<file path="src/rtl/rx_phase_sync_pkg.sv">
// Shared defaults, derived widths and FSM encoding for the receive symbol-timing stage.
package rx_phase_sync_pkg;

    localparam int unsigned OS_DEFAULT        = 4;
    localparam int unsigned NB_DATA_DEFAULT   = 8;
    localparam int unsigned LOG2_NSYM_DEFAULT = 10;
    localparam int unsigned NB_PHASE_DEFAULT  = $clog2(OS_DEFAULT);
    localparam int unsigned NB_ACC_DEFAULT    = NB_DATA_DEFAULT + LOG2_NSYM_DEFAULT;

    typedef enum logic [1:0] {
        ST_IDLE  = 2'd0,
        ST_ACQ   = 2'd1,
        ST_CMP   = 2'd2,
        ST_TRACK = 2'd3
    } state_t;

endpackage

</file>
<file path="src/rtl/rx_phase_sync_phase_energy_acc.sv">
// Per-phase |sample| accumulators with a snapshot taken at the end of each symbol window.
module phase_energy_acc
    import rx_phase_sync_pkg::*;
#(
    parameter int unsigned OS       = OS_DEFAULT,
    parameter int unsigned NB_PHASE = NB_PHASE_DEFAULT,
    parameter int unsigned NB_DATA  = NB_DATA_DEFAULT,
    parameter int unsigned NB_ACC   = NB_ACC_DEFAULT
) (
    input  logic                         clock,
    input  logic                         reset,
    input  logic                         i_enable,
    input  logic [NB_DATA-1:0]           i_sample,
    input  logic [NB_PHASE-1:0]          i_phase,
    input  logic                         i_sym_last,
    output logic                         o_window_end,
    output logic [OS-1:0][NB_ACC-1:0]    o_snap
);

    logic [NB_DATA-1:0]          w_mag;
    logic [NB_ACC-1:0]           w_mag_ext;
    logic [OS-1:0][NB_ACC-1:0]   w_next;
    logic [OS-1:0][NB_ACC-1:0]   r_acc;
    logic [OS-1:0][NB_ACC-1:0]   r_snap;

    // Two's-complement negate without saturation: -2^(NB_DATA-1) yields 2^(NB_DATA-1) unsigned.
    assign w_mag        = i_sample[NB_DATA-1] ? -i_sample : i_sample;
    assign w_mag_ext    = {{(NB_ACC-NB_DATA){1'b0}}, w_mag};
    assign o_window_end = i_enable & (i_phase == NB_PHASE'(OS-1)) & i_sym_last;
    assign o_snap       = r_snap;

    always_comb begin
        w_next = r_acc;
        for (int unsigned p = 0; p < OS; p++) begin
            if (NB_PHASE'(p) == i_phase) begin
                w_next[p] = r_acc[p] + w_mag_ext;
            end
        end
    end

    always_ff @(posedge clock or posedge reset) begin
        if (reset) begin
            r_acc  <= '0;
            r_snap <= '0;
        end else if (!i_enable) begin
            r_acc  <= '0;
            r_snap <= '0;
        end else if (o_window_end) begin
            r_snap <= w_next;
            r_acc  <= '0;
        end else begin
            r_acc  <= w_next;
        end
    end

endmodule

</file>
<file path="src/rtl/rx_phase_sync.sv">
// Automatic symbol-timing recovery: picks the max-energy sampling phase per window and decimates.
module rx_phase_sync
    import rx_phase_sync_pkg::*;
#(
    parameter int unsigned OS        = OS_DEFAULT,
    parameter int unsigned NB_PHASE  = NB_PHASE_DEFAULT,
    parameter int unsigned NB_DATA   = NB_DATA_DEFAULT,
    parameter int unsigned LOG2_NSYM = LOG2_NSYM_DEFAULT,
    parameter int unsigned NB_ACC    = NB_DATA + LOG2_NSYM
) (
    input  logic                 clock,
    input  logic                 reset,
    input  logic                 i_enable,
    input  logic [NB_DATA-1:0]   i_sample,
    input  logic                 i_force_phase,
    input  logic [NB_PHASE-1:0]  i_phase_sel,
    output logic [NB_DATA-1:0]   o_sample,
    output logic                 o_bit,
    output logic                 o_valid,
    output logic [NB_PHASE-1:0]  o_phase,
    output logic                 o_locked
);

    state_t                      r_state;
    state_t                      w_state_next;
    logic [NB_PHASE-1:0]         r_ph;
    logic [LOG2_NSYM-1:0]        r_symcnt;
    logic                        w_sym_last;
    logic                        w_window_end;
    logic [OS-1:0][NB_ACC-1:0]   w_snap;
    logic [NB_ACC-1:0]           w_cand;
    logic [NB_PHASE-1:0]         r_cidx;
    logic [NB_ACC-1:0]           r_best_val;
    logic [NB_PHASE-1:0]         r_best_idx;
    logic                        r_cmp_done;
    logic [NB_PHASE-1:0]         r_auto_phase;
    logic [NB_PHASE-1:0]         r_phase;
    logic                        r_locked;
    logic                        r_valid;
    logic [NB_DATA-1:0]          r_sample;
    logic                        r_bit;

    assign w_sym_last = &r_symcnt;
    assign w_cand     = w_snap[r_cidx];

    phase_energy_acc #(
        .OS       (OS),
        .NB_PHASE (NB_PHASE),
        .NB_DATA  (NB_DATA),
        .NB_ACC   (NB_ACC)
    ) u_acc (
        .clock        (clock),
        .reset        (reset),
        .i_enable     (i_enable),
        .i_sample     (i_sample),
        .i_phase      (r_ph),
        .i_sym_last   (w_sym_last),
        .o_window_end (w_window_end),
        .o_snap       (w_snap)
    );

    always_ff @(posedge clock or posedge reset) begin
        if (reset) begin
            r_ph     <= '0;
            r_symcnt <= '0;
        end else if (!i_enable) begin
            r_ph     <= '0;
            r_symcnt <= '0;
        end else begin
            r_ph <= r_ph + NB_PHASE'(1);
            if (r_ph == NB_PHASE'(OS-1)) begin
                r_symcnt <= r_symcnt + LOG2_NSYM'(1);
            end
        end
    end

    always_ff @(posedge clock or posedge reset) begin
        if (reset) begin
            r_state <= ST_IDLE;
        end else begin
            r_state <= w_state_next;
        end
    end

    always_comb begin
        w_state_next = r_state;
        if (!i_enable) begin
            w_state_next = ST_IDLE;
        end else begin
            case (r_state)
                ST_IDLE:  w_state_next = w_window_end ? ST_CMP : ST_ACQ;
                ST_ACQ:   if (w_window_end) w_state_next = ST_CMP;
                ST_CMP:   if (r_cidx == NB_PHASE'(OS-1)) w_state_next = ST_TRACK;
                ST_TRACK: if (w_window_end) w_state_next = ST_CMP;
                default:  w_state_next = ST_IDLE;
            endcase
        end
    end

    // One snapshot candidate per clock; strict '>' keeps the lowest index on ties.
    always_ff @(posedge clock or posedge reset) begin
        if (reset) begin
            r_cidx     <= '0;
            r_best_val <= '0;
            r_best_idx <= '0;
            r_cmp_done <= 1'b0;
        end else if (!i_enable) begin
            r_cidx     <= '0;
            r_best_val <= '0;
            r_best_idx <= '0;
            r_cmp_done <= 1'b0;
        end else if (r_state != ST_CMP) begin
            r_cidx     <= '0;
            r_cmp_done <= 1'b0;
        end else begin
            if ((r_cidx == '0) || (w_cand > r_best_val)) begin
                r_best_val <= w_cand;
                r_best_idx <= r_cidx;
            end
            r_cidx     <= r_cidx + NB_PHASE'(1);
            r_cmp_done <= (r_cidx == NB_PHASE'(OS-1));
        end
    end

    // o_phase bypasses the fresh decision so the new phase and lock land on the same edge.
    always_ff @(posedge clock or posedge reset) begin
        if (reset) begin
            r_auto_phase <= '0;
            r_phase      <= '0;
            r_locked     <= 1'b0;
            r_valid      <= 1'b0;
            r_sample     <= '0;
            r_bit        <= 1'b0;
        end else if (!i_enable) begin
            r_auto_phase <= '0;
            r_phase      <= '0;
            r_locked     <= 1'b0;
            r_valid      <= 1'b0;
        end else begin
            if (r_cmp_done) begin
                r_auto_phase <= r_best_idx;
                r_locked     <= 1'b1;
            end
            if (i_force_phase) begin
                r_phase <= i_phase_sel;
            end else if (r_cmp_done) begin
                r_phase <= r_best_idx;
            end else begin
                r_phase <= r_auto_phase;
            end
            if (r_ph == r_phase) begin
                r_valid  <= 1'b1;
                r_sample <= i_sample;
                r_bit    <= i_sample[NB_DATA-1];
            end else begin
                r_valid  <= 1'b0;
            end
        end
    end

    assign o_sample = r_sample;
    assign o_bit    = r_bit;
    assign o_valid  = r_valid;
    assign o_phase  = r_phase;
    assign o_locked = r_locked;

endmodule
</file>
<file path="config.mk">
export PLATFORM = sky130hd
export DESIGN_NAME = rx_phase_sync
export DESIGN_NICKNAME = d
export VERILOG_FILES = /design/src/rtl/rx_phase_sync_pkg.sv /design/src/rtl/rx_phase_sync_phase_energy_acc.sv /design/src/rtl/rx_phase_sync.sv
export SDC_FILE = /design/constraint.sdc
export NUM_CORES = 1
export LEC_CHECK = 0
export BUFFER_PORTS_ARGS = -buffer_cell sky130_fd_sc_hd__buf_2
export CAP_MARGIN = 10
export CORE_MARGIN = 4
export CORE_UTILIZATION = 57
export DETAILED_ROUTE_END_ITERATION = 8
export PLACE_DENSITY = 0.77
export REMOVE_ABC_BUFFERS = 1
export SLEW_MARGIN = 20
export SYNTH_ARGS = -nofsm -noshare
export SYNTH_HDL_FRONTEND = slang
export SYNTH_SLANG_ARGS = --single-unit
</file>
<file path="constraint.sdc">
create_clock -name clock -period 5.3 [get_ports clock]
set_clock_uncertainty 0.05 [all_clocks]
set_input_delay 0.265 -clock clock [delete_from_list [all_inputs] [get_ports clock]]
set_output_delay 0.265 -clock clock [all_outputs]
set_load 0.05 [all_outputs]
</file>
# After elaboration in Yosys (flattened, before gate mapping)
# Index checks and enable logic that the tools add are counted.
# W data, S select, Z words.
[totals]
out_inout_bits = 13
input_bits = 14
ff_bits = 196
n_memories = 0
rom_bits = 0
mem_bits_rw = 0
word_cells = 96
latchBits = 0
[classes]
bitwise = 2
div = 0
n_mux = 37
addsub = 8
shifts = 0
n_reduce_logical = 9
mul = 0
n_eq_ne = 17
magnitude_cmp = 2
[ops]
columns = ["cell", "n"]
rows = [
  ["$mux W72", 4],
  ["$mux W18", 8],
  ["$add A18 B8 Y18", 4],
  ["$bmux W18 S2", 1],
  ["$mux W2", 14],
  ["$mux W10", 2],
  ["$gt A18 B18 Y1", 1],
  ["$add A10 B1 Y10 const B", 1],
  ["$reduce_and A10 Y1", 1],
  ["$eq A2 B2 Y1 const B", 4],
  ["$mux W8", 1],
  ["$ne A2 B1 Y1 const B", 4],
  ["$neg A8 Y8", 1],
  ["$logic_not A2 Y1", 3],
  ["$mux W1", 6],
  ["$pmux W2 S3", 1],
  ["$reduce_and A2 Y1", 3],
  ["$add A2 B1 Y2 const B", 2],
  ["$eq A2 B2 Y1 const A", 2],
  ["$ne A2 B2 Y1 const B", 2],
  ["$lt A2 B3 Y1 const B", 1],
  ["$ne A3 B2 Y1 const B", 1],
  ["$ne A3 B3 Y1 const B", 1],
  ["$and A1 B1 Y1", 2],
  ["other kinds (5)", 5],
]

# Longest topological paths before layout
[logic_depth]
depth_word = 7
mapped_depth = 12

# By module
# Synthesis repeated with hierarchy kept, for this count alone.
[unflattened]
cells_unflattened = 1190
hier_area_um2 = 11093.1
[by_module_without_submodules]
columns = ["module", "seq_area_each_um2", "instances", "area_per_inst_um2", "cells_per_inst"]
rows = [
  ["phase_energy_acc", 3603.5, 1, 7973.9, 890],
  ["rx_phase_sync", 1276.2, 1, 3119.2, 300],
]

# Worst setup path after synthesis
# Ideal clock, no wire load.
[synth_path]
kind = "input to register"
startpoint = "in i_sample[0]"
endpoint = "reg u_acc.r_snap, in the netlist u_acc.o_snap[34]"
required_time_ns = 5.156
stages = 11
setup_time_ns = 0.094
t_arrival_ns = 2.790
path_slack_ns = 2.366
cell_sequence = "inv_1 ha_1 nand2_1 o21ai_0 fa_1 a21o_1 a221oi_1 o2bb2ai_1 nor2_1 xnor2_1 a211oi_1"
[synth_between]
elab_chain_cells = 6
[synth_rtl]
columns = ["item", "line", "source"]
rows = [
  ["from (decl)", "rx_phase_sync.sv:14", "input logic [NB_DATA-1:0] i_sample,"],
  ["$neg A8 Y8", "rx_phase_sync_phase_energy_acc.sv:27", "assign w_mag = i_sample[NB_DATA-1] ? -i_sample : i_sample;"],
  ["$mux W8 (*)", "rx_phase_sync_phase_energy_acc.sv:27", ""],
  ["$add A18 B8 Y18 (*)", "rx_phase_sync_phase_energy_acc.sv:36", "w_next[p] = r_acc[p] + w_mag_ext;"],
  ["$mux W18 (*)", "rx_phase_sync_phase_energy_acc.sv:35", "if (NB_PHASE'(p) == i_phase) begin"],
  ["$mux W72 (*)", "rx_phase_sync_phase_energy_acc.sv:48", "end else if (o_window_end) begin"],
  ["$mux W72 (*)", "rx_phase_sync_phase_energy_acc.sv:45", "end else if (!i_enable) begin"],
  ["to (signal assigned)", "rx_phase_sync_phase_energy_acc.sv:49", "r_snap <= w_next;"],
  ["to (decl)", "rx_phase_sync_phase_energy_acc.sv:24", "logic [OS-1:0][NB_ACC-1:0] r_snap;"],
]
# Mark *: on every way between the ends. The rest lies on a longest branch, timed or not. The select of a mux whose other input is x is not followed.
# A chain may end at the register's enable or synchronous reset.

# Final worst setup path
[layout_path]
startpoint = "reg r_cidx[1]"
endpoint = "reg r_best_idx[0]"
[layout_between]
elab_chain_cells = 6
elab_cells_between_ends = 7
[layout_rtl]
columns = ["item", "line", "source"]
rows = [
  ["from (decl)", "rx_phase_sync.sv:32", "logic [NB_PHASE-1:0] r_cidx;"],
  ["from (signal assigned)", "rx_phase_sync.sv:120", "r_cidx <= r_cidx + NB_PHASE'(1);"],
  ["$bmux W18 S2", "rx_phase_sync.sv:44", "assign w_cand = w_snap[r_cidx];"],
  ["$mux W18 (implied by the code)", "rx_phase_sync.sv:44", ""],
  ["$gt A18 B18 Y1", "rx_phase_sync.sv:116", "if ((r_cidx == '0) || (w_cand > r_best_val)) begin"],
  ["$logic_or A1 B1 Y1 (*)", "rx_phase_sync.sv:116", ""],
  ["$ne A2 B1 Y1 (no source line) (*)", "-", ""],
  ["$reduce_and A2 Y1 (no source line) (*)", "-", ""],
  ["to (signal assigned)", "rx_phase_sync.sv:118", "r_best_idx <= r_cidx;"],
  ["to (decl)", "rx_phase_sync.sv:34", "logic [NB_PHASE-1:0] r_best_idx;"],
]
# Marked as above.

==> impl_metrics.py <==
metrics = {
    "layout": {
        "insertedDiodeCount": 0,
        "drive_gt1_frac": 0.09962,
        "area_growth_pct": 8.483,
        "area.sequential_sq_um": 4880,
        "design_area_sq_um": 11310,
        "nets": 1114,
        "multi_input_area_sq_um": 5165,
        "fillers": 1450,
    },
    "worst_hold_path": {
        "hold_end": "o_sample[2]",
        "hold_path_depth": 3,
        "min_path_type": "input pin to flop",
        "hp-start": "i_sample[2]",
    },
    "drt": {
        "vias": 7696,
        "routed_wl_um": 23380,
        "ant_nets": 0,
        "drc": 0,
        "vias_per_cell": 6.046,
        "first_pass_iters": 5,
        "wl_per_cell_um": 18.36,
        "drt_iter0_drc": 570,
    },
    "floorplan": {
        "die_y_um": 143.3,
        "start_util": 0.5806,
        "ioPinCount": 27,
        "core-area_sq_um": 17960,
        "placement_rows": 49,
        "die_area_sq_um": 20520,
        "die_x_um": 143.3,
    },
    "global_route": {
        "grt_pass1_vias": 7806,
        "grt_pass1_wl_um": 39680,
        "overflow": 0,
        "grt_max_degree": 148,
        "grtUsageTotal": 0.2453,
        "antenna_found_initial": 0,
    },
    "power_and_ir_drop": {
        "total_power_mw": 3.364,
        "vdd_ir_drop_max_v": 0.0002547,
        "p_int_mw": 2.384,
        "combPwrFrac": 0.163,
        "p_clk_frac": 0.371,
        "netSwitchingPower_mw": 0.9794,
        "power.leakage_nw": 5.074,
        "seqPwrFrac": 0.467,
        "powerDensity_nw_per_um2": 297.3,
        "p_sw_frac": 0.2912,
    },
    "setup_path": {
        "cp_max_fo": 21,
        "cpLargestDelayFamily": "flip-flops",
        "reg2reg_to": "r_best_idx[0]",
        "critPathRequiredTime_ns": 5.60,
        "slowest_delay_ns": 1.00,
        "endpoint_kind": "flop",
        "cpMaxStageDelayCell": "dfrtp_1",
        "crit_type": "flop to flop",
        "cp_num_buf_inv": 1,
        "crit_chain": "mux4_2, ha_1, a21oi_1, o21a_1, o221a_1, nor3_1, buf_4, o21ai_0, a21oi_1",
        "crit_arrival_ns": 4.06,
        "rr_worst_depth": 9,
        "start_kind": "flop",
        "ff2ff_setup_slack_ns": 1.54,
        "r2r-start": "r_cidx[1]",
        "timing.critical_path.mode_cell": "a21oi_1",
    },
    "yosys": {
        "synth_edf_count": 0,
        "synth_area_sq_um": 10430,
        "synth_area_leader_cell": "dfrtp_1",
        "syn_avg_cell_area_sq_um": 10.17,
        "yosysSeqAreaShare": 0.4679,
        "ys_ff_latch": 195,
        "ys.flop_type": "dfrtp_1",
        "syn_inst": 1025,
        "synthDistinctLibCells": 55,
        "synth_async_sr_flop_share": 1.000,
        "yosys-top-cells-area": "dfrtp_1 (47%), ha_1 (7.8%), nor2_1 (4.8%)",
        "yosysWarnings": 0,
        "synth_top_area_share": 0.4679,
    },
    "place": {
        "place.gp.congestion": 0.9061,
        "io_buffers": 26,
        "hpwlAfterDp_um": 15710,
        "postPlaceCellArea_sq_um": 10710,
    },
    "timing": {
        "rsz0062_at_grt": "false",
        "setup_viol_count_final": 0,
        "min_period_over_period": 0.7100,
        "hold_viol_final": 0,
        "min_period_ns": 3.763,
        "max_slew_margin": 0.2514,
        "fmax_mhz": 265.8,
        "worst_slew_pin_slew_ns": 1.113,
        "slew_violations": 0,
    },
    "clock_network": {
        "cts.sink_count": 195,
        "cts-buffers-inserted": 17,
        "clock_latency_ns": 0.44,
        "cts_resized": 0,
        "cts_hold_buf": 1,
        "cts.reportedPaths.clkPinSlew_ns": 0.07,
        "clockRootBuffer": "clkbuf_16",
        "cts_tree": "done",
        "clockBufferDepth": 2,
        "h-tree-depth": 4,
        "cts_setup_buffers": 0,
    },
    "status": {
        "status": "finished, final reports clean",
    },
    "job": {
        "maxCapViolCount": 0,
    },
}
==> state kept, by name, summed over array words and instances (netlist names) <==
signal and cells:
r_symcnt 10, r_auto_phase 2, r_state 2, o_sample 8
r_best_idx 2, r_cmp_done 1, u_acc.o_snap 72, u_acc.r_acc 72
r_best_val 18, r_ph 2, o_valid 1, o_phase 2
o_locked 1, r_cidx 2
==> per-stage QoR <==
stage          std cells  setup WS, ns  TNS, ns  utilization  hold slack (ns)
4_1_cts             1271         1.556        0       0.6277        0.0001587
3_5_place_dp        1238         1.604        0       0.5962           0.4120
5_1_grt             1273         1.287        0       0.6298          0.02358
2_1_floorplan        971       -0.3272   -63.81            -           0.3204
3_3_place_gp        1238         1.746        0       0.5962           0.4071
6_report            1273         1.537        0       0.6298          0.02143
==> cells by family (layout without fill, tap and decap cells) <==
group | Yosys count | in the layout | share of synthesized area
AO/OA/AOI/OAI | 233 | 233 | 0.1398
XOR/XNOR | 77 | 77 | 0.06467
adder cells (fa/ha/maj) | 69 | 69 | 0.08566
buffers and inverters | 94 | 113 | 0.03707
flip-flops | 195 | 195 | 0.4679
multiplexers | 49 | 49 | 0.06863
AND/OR/NAND/NOR | 308 | 308 | 0.1363
==> worst max path at each step <==
stage                          from       endpoint  slack, ns  cells past startpoint
after global routing      r_cidx[1]  r_best_idx[0]       1.29                      8
after CTS                 r_cidx[1]  r_best_idx[0]       1.56                      9
after detailed placement  r_cidx[1]  r_best_idx[0]       1.60                      9
final                     r_cidx[1]  r_best_idx[0]       1.54                      9
after global placement    r_cidx[1]  r_best_idx[0]       1.75                      8
after floorplan               reset       o_locked      -0.33                      1
==> layer usage <==
| metal | GRT usage | up-vias | wire [um] |
|---|---|---|---|
| met1 | 0.3508 | 3838 | 10630 |
| met2 | 0.3865 | 213 | 11110 |
| met3 | 0.05291 | 22 | 1372 |
| met5 | 0 | - | 0 |
| met4 | 0.06194 | 0 | 266 |
| li1 | - | 3623 | - |
==> placed cells by master, fill, tap and decap left out, drive strengths merged, types with 5 or more instances in the layout <==
cell,n
mux2i,31
o211ai,11
and3,16
o2111ai,5
clkbuf,19
o21a,7
mux4,18
or3,5
ha,65
inv,46
buf,39
nor2,133
o21ai,91
nand2,44
nor3,5
nand3,70
xor2,35
xnor2,42
a211oi,30
a21o,13
nand2b,7
nand4,13
dfrtp,195
a21oi,59
clkinv,6
==> Yosys cell counts, types with 18 or more instances <==
cell,n
mux2i_1,31
clkbuf_1,26
o21ai_1,21
buf_2,21
nand3_1,69
xor2_1,35
mux4_2,18
o21ai_0,70
dfrtp_1,195
nor2_1,133
nand2_1,43
inv_1,39
ha_1,65
a21oi_1,59
xnor2_1,42
a211oi_1,28
==> cell type report <==
type	count	area share
Clock buffer	19	0.03827
Clock inverter	13	0.01095
Inverter	40	0.01393
Multi-Input combinational cell	736	0.4565
Sequential cell	195	0.4313
Tap cell	229	0.02533
Timing Repair Buffer	41	0.02367
==> worst reg2reg max path, stage by stage, from the launching register on <==
cell and delay (ns):
dfrtp_1 1.00, mux4_2 0.48, ha_1 0.33, a21oi_1 0.07, o21a_1 0.17, o221a_1 0.26, nor3_1 0.74, buf_4 0.33
o21ai_0 0.11, a21oi_1 0.16
==> power by group through the flow <==
stage	Clock, mW	Sequential (mW)	Combinational, mW
6_report	1.25	1.57	0.547
4_1_cts	1.27	1.57	0.545
3_5_place_dp	0	1.60	0.541
5_1_grt	1.32	1.58	0.606
3_3_place_gp	0	1.60	0.526
2_1_floorplan	0	1.66	0.343
(Power assumes the default switching activity.)
